### src/rtl/dct_2d_if.sv
// ============================================================================
// Module   : dct_2d_if
// Purpose  : Row input, shared 1-D DCT datapath and column output handshakes.
// Revision : 1.0
// ============================================================================
`default_nettype none

interface dct_2d_if;
   logic        in_valid;
   logic        in_ready;
   logic [63:0] in_row;
   logic [63:0] dct_in;
   logic [63:0] dct_out;
   logic        out_valid;
   logic        out_ready;
   logic [63:0] out_col;
   logic [2:0]  out_idx;
   logic        out_last;
   logic        busy;

   modport slave (
      input  in_valid, in_row, dct_out, out_ready,
      output in_ready, dct_in, out_valid, out_col, out_idx, out_last, busy
   );

   modport master (
      output in_valid, in_row, dct_out, out_ready,
      input  in_ready, dct_in, out_valid, out_col, out_idx, out_last, busy
   );
endinterface

`default_nettype wire

### src/rtl/dct_2d.sv
// ============================================================================
// Module   : dct_2d_ctrl
// Purpose  : 8x8 2-D DCT sequencer: row pass into a transpose buffer, then
//            a column pass, both through one shared external 1-D DCT.
// Revision : 1.0
// ============================================================================
`default_nettype none

module dct_2d_ctrl (
   input  logic    clk,
   input  logic    rst_n,
   dct_2d_if.slave bus
);
   localparam logic [0:0] S_ROW = 1'b0;
   localparam logic [0:0] S_COL = 1'b1;

   logic [0:0]  state;
   logic [63:0] tbuf [0:7];
   logic [2:0]  rcnt;
   logic [2:0]  ccnt;
   logic        col_valid;
   logic [63:0] col_data;
   logic [2:0]  col_idx;

   logic        row_fire;
   logic        col_load;
   logic [63:0] col_vec;

   assign row_fire = (state == S_ROW) && bus.in_valid;
   assign col_load = (state == S_COL) && (!col_valid || bus.out_ready);

   // Transpose read: byte ccnt of every buffered row, row 0 in the top byte.
   always_comb begin
      col_vec = '0;
      for (int r = 0; r < 8; r++) begin
         col_vec[63-8*r -: 8] = tbuf[r][{~ccnt, 3'b000} +: 8];
      end
   end

   assign bus.in_ready  = (state == S_ROW);
   assign bus.dct_in    = (state == S_COL) ? col_vec : bus.in_row;
   assign bus.out_valid = col_valid;
   assign bus.out_col   = col_data;
   assign bus.out_idx   = col_idx;
   assign bus.out_last  = col_valid && (col_idx == 3'd7);
   assign bus.busy      = (state == S_COL) || (rcnt != 3'd0);

   always_ff @(posedge clk or negedge rst_n) begin
      if (!rst_n) begin
         state     <= S_ROW;
         rcnt      <= 3'd0;
         ccnt      <= 3'd0;
         col_valid <= 1'b0;
         col_data  <= 64'd0;
         col_idx   <= 3'd0;
         for (int i = 0; i < 8; i++) begin
            tbuf[i] <= 64'd0;
         end
      end else begin
         if (row_fire) begin
            tbuf[rcnt] <= bus.dct_out;
            rcnt       <= rcnt + 3'd1;
            if (rcnt == 3'd7) begin
               ccnt  <= 3'd0;
               state <= S_COL;
            end
         end

         // A load overrides the drain so a back-to-back column keeps valid high.
         if (col_load) begin
            col_data  <= bus.dct_out;
            col_idx   <= ccnt;
            col_valid <= 1'b1;
            ccnt      <= ccnt + 3'd1;
            if (ccnt == 3'd7) begin
               state <= S_ROW;
            end
         end else if (col_valid && bus.out_ready) begin
            col_valid <= 1'b0;
         end
      end
   end
endmodule

`default_nettype wire

### src/flat_wrapper.sv
// flat-port wrapper written by rule: the top's interface ports become plain ports
module dct_2d_ctrl_flat 
  (clk, rst_n, bus_in_valid, bus_in_row, bus_dct_out, bus_out_ready, bus_in_ready, bus_dct_in, bus_out_valid, bus_out_col, bus_out_idx, bus_out_last, bus_busy);
  dct_2d_if bus_i ();
  input  logic clk;
  input  logic rst_n;
  input wire logic [$bits(bus_i.in_valid)-1:0] bus_in_valid;
  input wire logic [$bits(bus_i.in_row)-1:0] bus_in_row;
  input wire logic [$bits(bus_i.dct_out)-1:0] bus_dct_out;
  input wire logic [$bits(bus_i.out_ready)-1:0] bus_out_ready;
  output wire logic [$bits(bus_i.in_ready)-1:0] bus_in_ready;
  output wire logic [$bits(bus_i.dct_in)-1:0] bus_dct_in;
  output wire logic [$bits(bus_i.out_valid)-1:0] bus_out_valid;
  output wire logic [$bits(bus_i.out_col)-1:0] bus_out_col;
  output wire logic [$bits(bus_i.out_idx)-1:0] bus_out_idx;
  output wire logic [$bits(bus_i.out_last)-1:0] bus_out_last;
  output wire logic [$bits(bus_i.busy)-1:0] bus_busy;
  assign bus_i.in_valid = bus_in_valid;
  assign bus_i.in_row = bus_in_row;
  assign bus_i.dct_out = bus_dct_out;
  assign bus_i.out_ready = bus_out_ready;
  assign bus_in_ready = bus_i.in_ready;
  assign bus_dct_in = bus_i.dct_in;
  assign bus_out_valid = bus_i.out_valid;
  assign bus_out_col = bus_i.out_col;
  assign bus_out_idx = bus_i.out_idx;
  assign bus_out_last = bus_i.out_last;
  assign bus_busy = bus_i.busy;
  dct_2d_ctrl u_core (.clk(clk), .rst_n(rst_n), .bus(bus_i));
endmodule
### config.mk
export PLATFORM = sky130hd
export DESIGN_NAME = dct_2d_ctrl_flat
export DESIGN_NICKNAME = d
export VERILOG_FILES = /design/src/rtl/dct_2d_if.sv /design/src/rtl/dct_2d.sv /design/src/flat_wrapper.sv
export SDC_FILE = /design/constraint.sdc
export NUM_CORES = 1
export LEC_CHECK = 0
export CAP_MARGIN = 20
export CORE_UTILIZATION = 55
export DETAILED_ROUTE_END_ITERATION = 8
export PLACE_DENSITY = 0.85
export REMOVE_ABC_BUFFERS = 1
export SLEW_MARGIN = 20
export SYNTH_ARGS = -nofsm -noshare
export SYNTH_HDL_FRONTEND = slang
export SYNTH_SLANG_ARGS = --single-unit
### constraint.sdc
create_clock -name clk -period 3.1 [get_ports clk]
set_input_delay 0.31 -clock clk [delete_from_list [all_inputs] [get_ports clk]]
set_output_delay 0.31 -clock clk [all_outputs]
set_load 0.02 [all_outputs]
==> results of run 1 <==
## what timing repair did
item,in CTS,in global routing
pin swaps,0,0
setup endpoints to repair,64,28
cloned,0,0
hold endpoints to repair,73,0
setup buffers,6,0
gates resized for setup,4,32
hold buffers,1,0
## per-stage QoR
step | worst slack (ns) | cell area (um2) | hold WS (ns)
global placement | 0.442 | 30600 | 0.390
finish | 0.0426 | 32700 | 0.304
CTS | 0.0000762 | 32500 | 0.311
floorplan | -6.20 | 26300 | 0.0144
detailed placement | 0.381 | 30600 | 0.380
global route | -0.00973 | 32700 | 0.332
## worst min path at each step
stage | to | from | cells after the start | slack, ns
2_1_floorplan | u_core.bus.out_col[0]$_DFFE_PN0P_ | rst_n | 0 | 0.01
3_3_place_gp | u_core.bus.out_col[59]$_DFFE_PN0P_ | rst_n | 1 | 0.39
3_5_place_dp | u_core.bus.out_col[35]$_DFFE_PN0P_ | rst_n | 1 | 0.38
4_1_cts | u_core.bus.out_col[35]$_DFFE_PN0P_ | rst_n | 2 | 0.31
5_1_grt | u_core.bus.out_col[35]$_DFFE_PN0P_ | rst_n | 2 | 0.33
6_report | u_core.bus.out_col[59]$_DFFE_PN0P_ | rst_n | 2 | 0.30
## routing by layer
| metal | wire, um | share of wire | GRT usage |
|---|---|---|---|
| met1 | 29500 | 0.43 | 0.369 |
| met5 | 22 | 0.00032 | 0 |
| met2 | 34200 | 0.50 | 0.466 |
| met4 | 1670 | 0.024 | 0.0979 |
| met3 | 3370 | 0.049 | 0.0472 |
## critical path, delay by kind of cell, from the launching register on
| family | cells | cell delay, ns |
|---|---|---|
| flip-flops | 1 | 0.51 |
| buffers and inverters | 3 | 0.94 |
| AO/OA/AOI/OAI | 2 | 0.55 |
| multiplexers | 1 | 0.13 |
## flip-flops by register name, summed over array words and instances, names as in the netlist
name                  flops
u_core.rcnt               3
u_core.state              1
u_core.bus.out_valid      1
u_core.bus.out_idx        3
u_core.ccnt               3
u_core.tbuf             512
u_core.bus.out_col       64
## cell usage in the layout, fill, tap and decap left out, types with 3 or more instances in the layout
master and count:
mux2i_1 191, clkinv_2 10, nand3_1 64, a22oi_1 60, nor2b_1 129, mux2_1 5
dlymetal6s2s_1 23, inv_1 3, clkbuf_8 19, buf_4 41, ha_1 5, clkbuf_16 59
buf_16 3, dfrtp_1 583, nand2_1 4, mux2_2 576, clkdlybuf4s50_1 241, clkbuf_1 15
buf_12 22, a211o_1 64, a41o_1 64, a22oi_2 5
## cell type report
type                       count  area, um2  area share
clock buffer                  92       1780      0.0545
inverter                       3       11.3    0.000345
antenna                        1       2.50   0.0000766
multi-input combinational   1193      11600       0.356
sequential                   587      14700       0.450
timing repair buffer         335       3590       0.110
clock inverter                15        113     0.00345
tap                          656        821      0.0251
## power by group through the flow
stage	Combinational, mW	Sequential (mW)	Clock [mW]
after floorplan	8.99	13.9	0
after global placement	16.0	13.4	0
after detailed placement	16.4	13.7	0
after CTS	16.7	13.5	7.02
after global routing	17.6	14.0	7.31
final	16.7	13.6	6.92
## logic make-up after synthesis
group,synth area share
fa+ha+maj,0.00231
buf+inv,0.0292
mux,0.313
simple gates,0.0483
xor+xnor,0.000324
compound gates,0.0637
flops,0.543
==> results.md, run 1 <==
- TNS Setup: 0 ns
- GRT overflow: 0
- Outcome: completed
- Vias per cell: 6.03
- GPL Wtd Cong: 0.850
- FF-to-FF path depth: 4
- Clock power share: 0.186
- Root Buffer: clkbuf_16
- Crit end category: output port
- Fin. max-slew vios: 0
- Global Route Usage Sum: 0.279
- Internal: 24.0 mW
- Port bufs: 266
- Synth top area cells: dfrtp_1 54%, mux2_2 24%, mux2i_1 7.1%
- Drt wl/cell: 23.9 um
- CP Max Fanout: 22
- Mapped Cells: 1930
- Critical path startpoint: u_core.ccnt[0]$_DFFE_PN0P_
- Yosys top cell area share: 0.543
- Core area: 0.0481 mm2
- Yosys cell types: 34
- Finished Layout Cells: 2882
- Setup crit end: bus_dct_in[19]
- Setup violators final: 0
- Switching power: 13.2 mW
- Worst Hold Class: in -> async
- Comb pwr share: 0.448
- Die H: 224 um
- Layout Skew: 0.0167 ns
- Yosys Warn Count: 0
- Clock tree buffer depth: 3
- DR DRC count: 0
- Die area: 0.0501 mm2
- Ys flop type: dfrtp_1
- Req. time, crit path: 2.79 ns
- Worst-path clk slew: 0.06 ns
- Synthesized area: 0.0270 mm2
- Async set-reset flop share out of synthesis: 1.00
- Hold Violations, Final: 0
- Largest net degree at the start of global routing: 84
- CTS tree: yes
- I/O pin count: 267
- Total Power: 37.2 mW
- CTS Buf Count: 58
- Antenna violations before repair: 2
- Worst Setup Path Type: reg -> out
- Sw Ratio: 0.355
- Fill count: 3320
- Initial DRC count: 1217
- Critical-path cell list: buf_12 > buf_12 > mux2i_1 > a22oi_1 > a41o_1 > clkdlybuf4s50_1
- Cell Rows: 80
- Layout area overhead: 20.8%
- Seq pwr share: 0.365
- Cell taking the most area after synthesis: dfrtp_1
- Total clock sinks: 587
- Count of flip-flops with a built-in enable after synthesis: 0
- Critical Path Max Stage Delay: 0.61 ns
- Peak supply drop: 0.849 mV
- Reg2reg start: u_core.state$_DFF_PN0_
- Unrepaired setup endpoints after global routing: true
- Top-count cell post-synth: dfrtp_1
- Post-route ant nets: 0
- Most frequent CP cell: buf_12
- Syn Area/Cell: 14.0 um2
- Number of global-route vias before repair: 18700
- TritonRoute pass-1 iters: 5
- Share of cells above drive strength 1: 0.342
- CTS H-tree lvls: 2
- Power density over the cells: 1140 mW/mm2
- Max_cap viols: 0
- Startpoint types: flip-flop
- Fmax: 327 MHz
- Chip width: 224 um
- DRT Wirelength: 68800 um
- Worst Path Arrival: 2.75 ns
- HPWL Detailed: 43600 um
- Fin util: 0.678
- Reg2reg end: u_core.tbuf[441]$_DFFE_PN0P_
- Post-synth top cells: 587 x dfrtp_1, 576 x mux2_2, 192 x mux2i_1, 130 x nor2b_1, 65 x a22oi_1
- Placed cell count: 2767
- First-pass GRT wire length: 108000 um
- Relative slew margins: 0.465
- Worst skew pair latency: 0.62 ns
- Worst-Margin Slew: 0.802 ns
- Slowest cell on the critical path: clkdlybuf4s50_1
- Lkg Pwr: 14.7 nW
- FF-to-FF setup slack: 0.70 ns
- Starting Density: 0.562
- DR vias: 17400
- NumNets Final: 2315
- Seq/Total Area, Yosys: 0.543
- Post-synthesis register bit count: 587
- Final Critical Period: 3.06 ns
- Tcrit/Tclk final: 0.986
Power figures use the tool's default switching activity.
==> inputs of run 2 (changes only) <==
--- a/config.mk
+++ b/config.mk
@@ -8,6 +8,7 @@
 export CAP_MARGIN = 20
 export CORE_UTILIZATION = 55
 export DETAILED_ROUTE_END_ITERATION = 8
+export HOLD_SLACK_MARGIN = 0.15
 export PLACE_DENSITY = 0.85
 export REMOVE_ABC_BUFFERS = 1
 export SLEW_MARGIN = 20
==> results of run 2 <==
No change in the layout: final DEF, timing and power equal those of run 1.
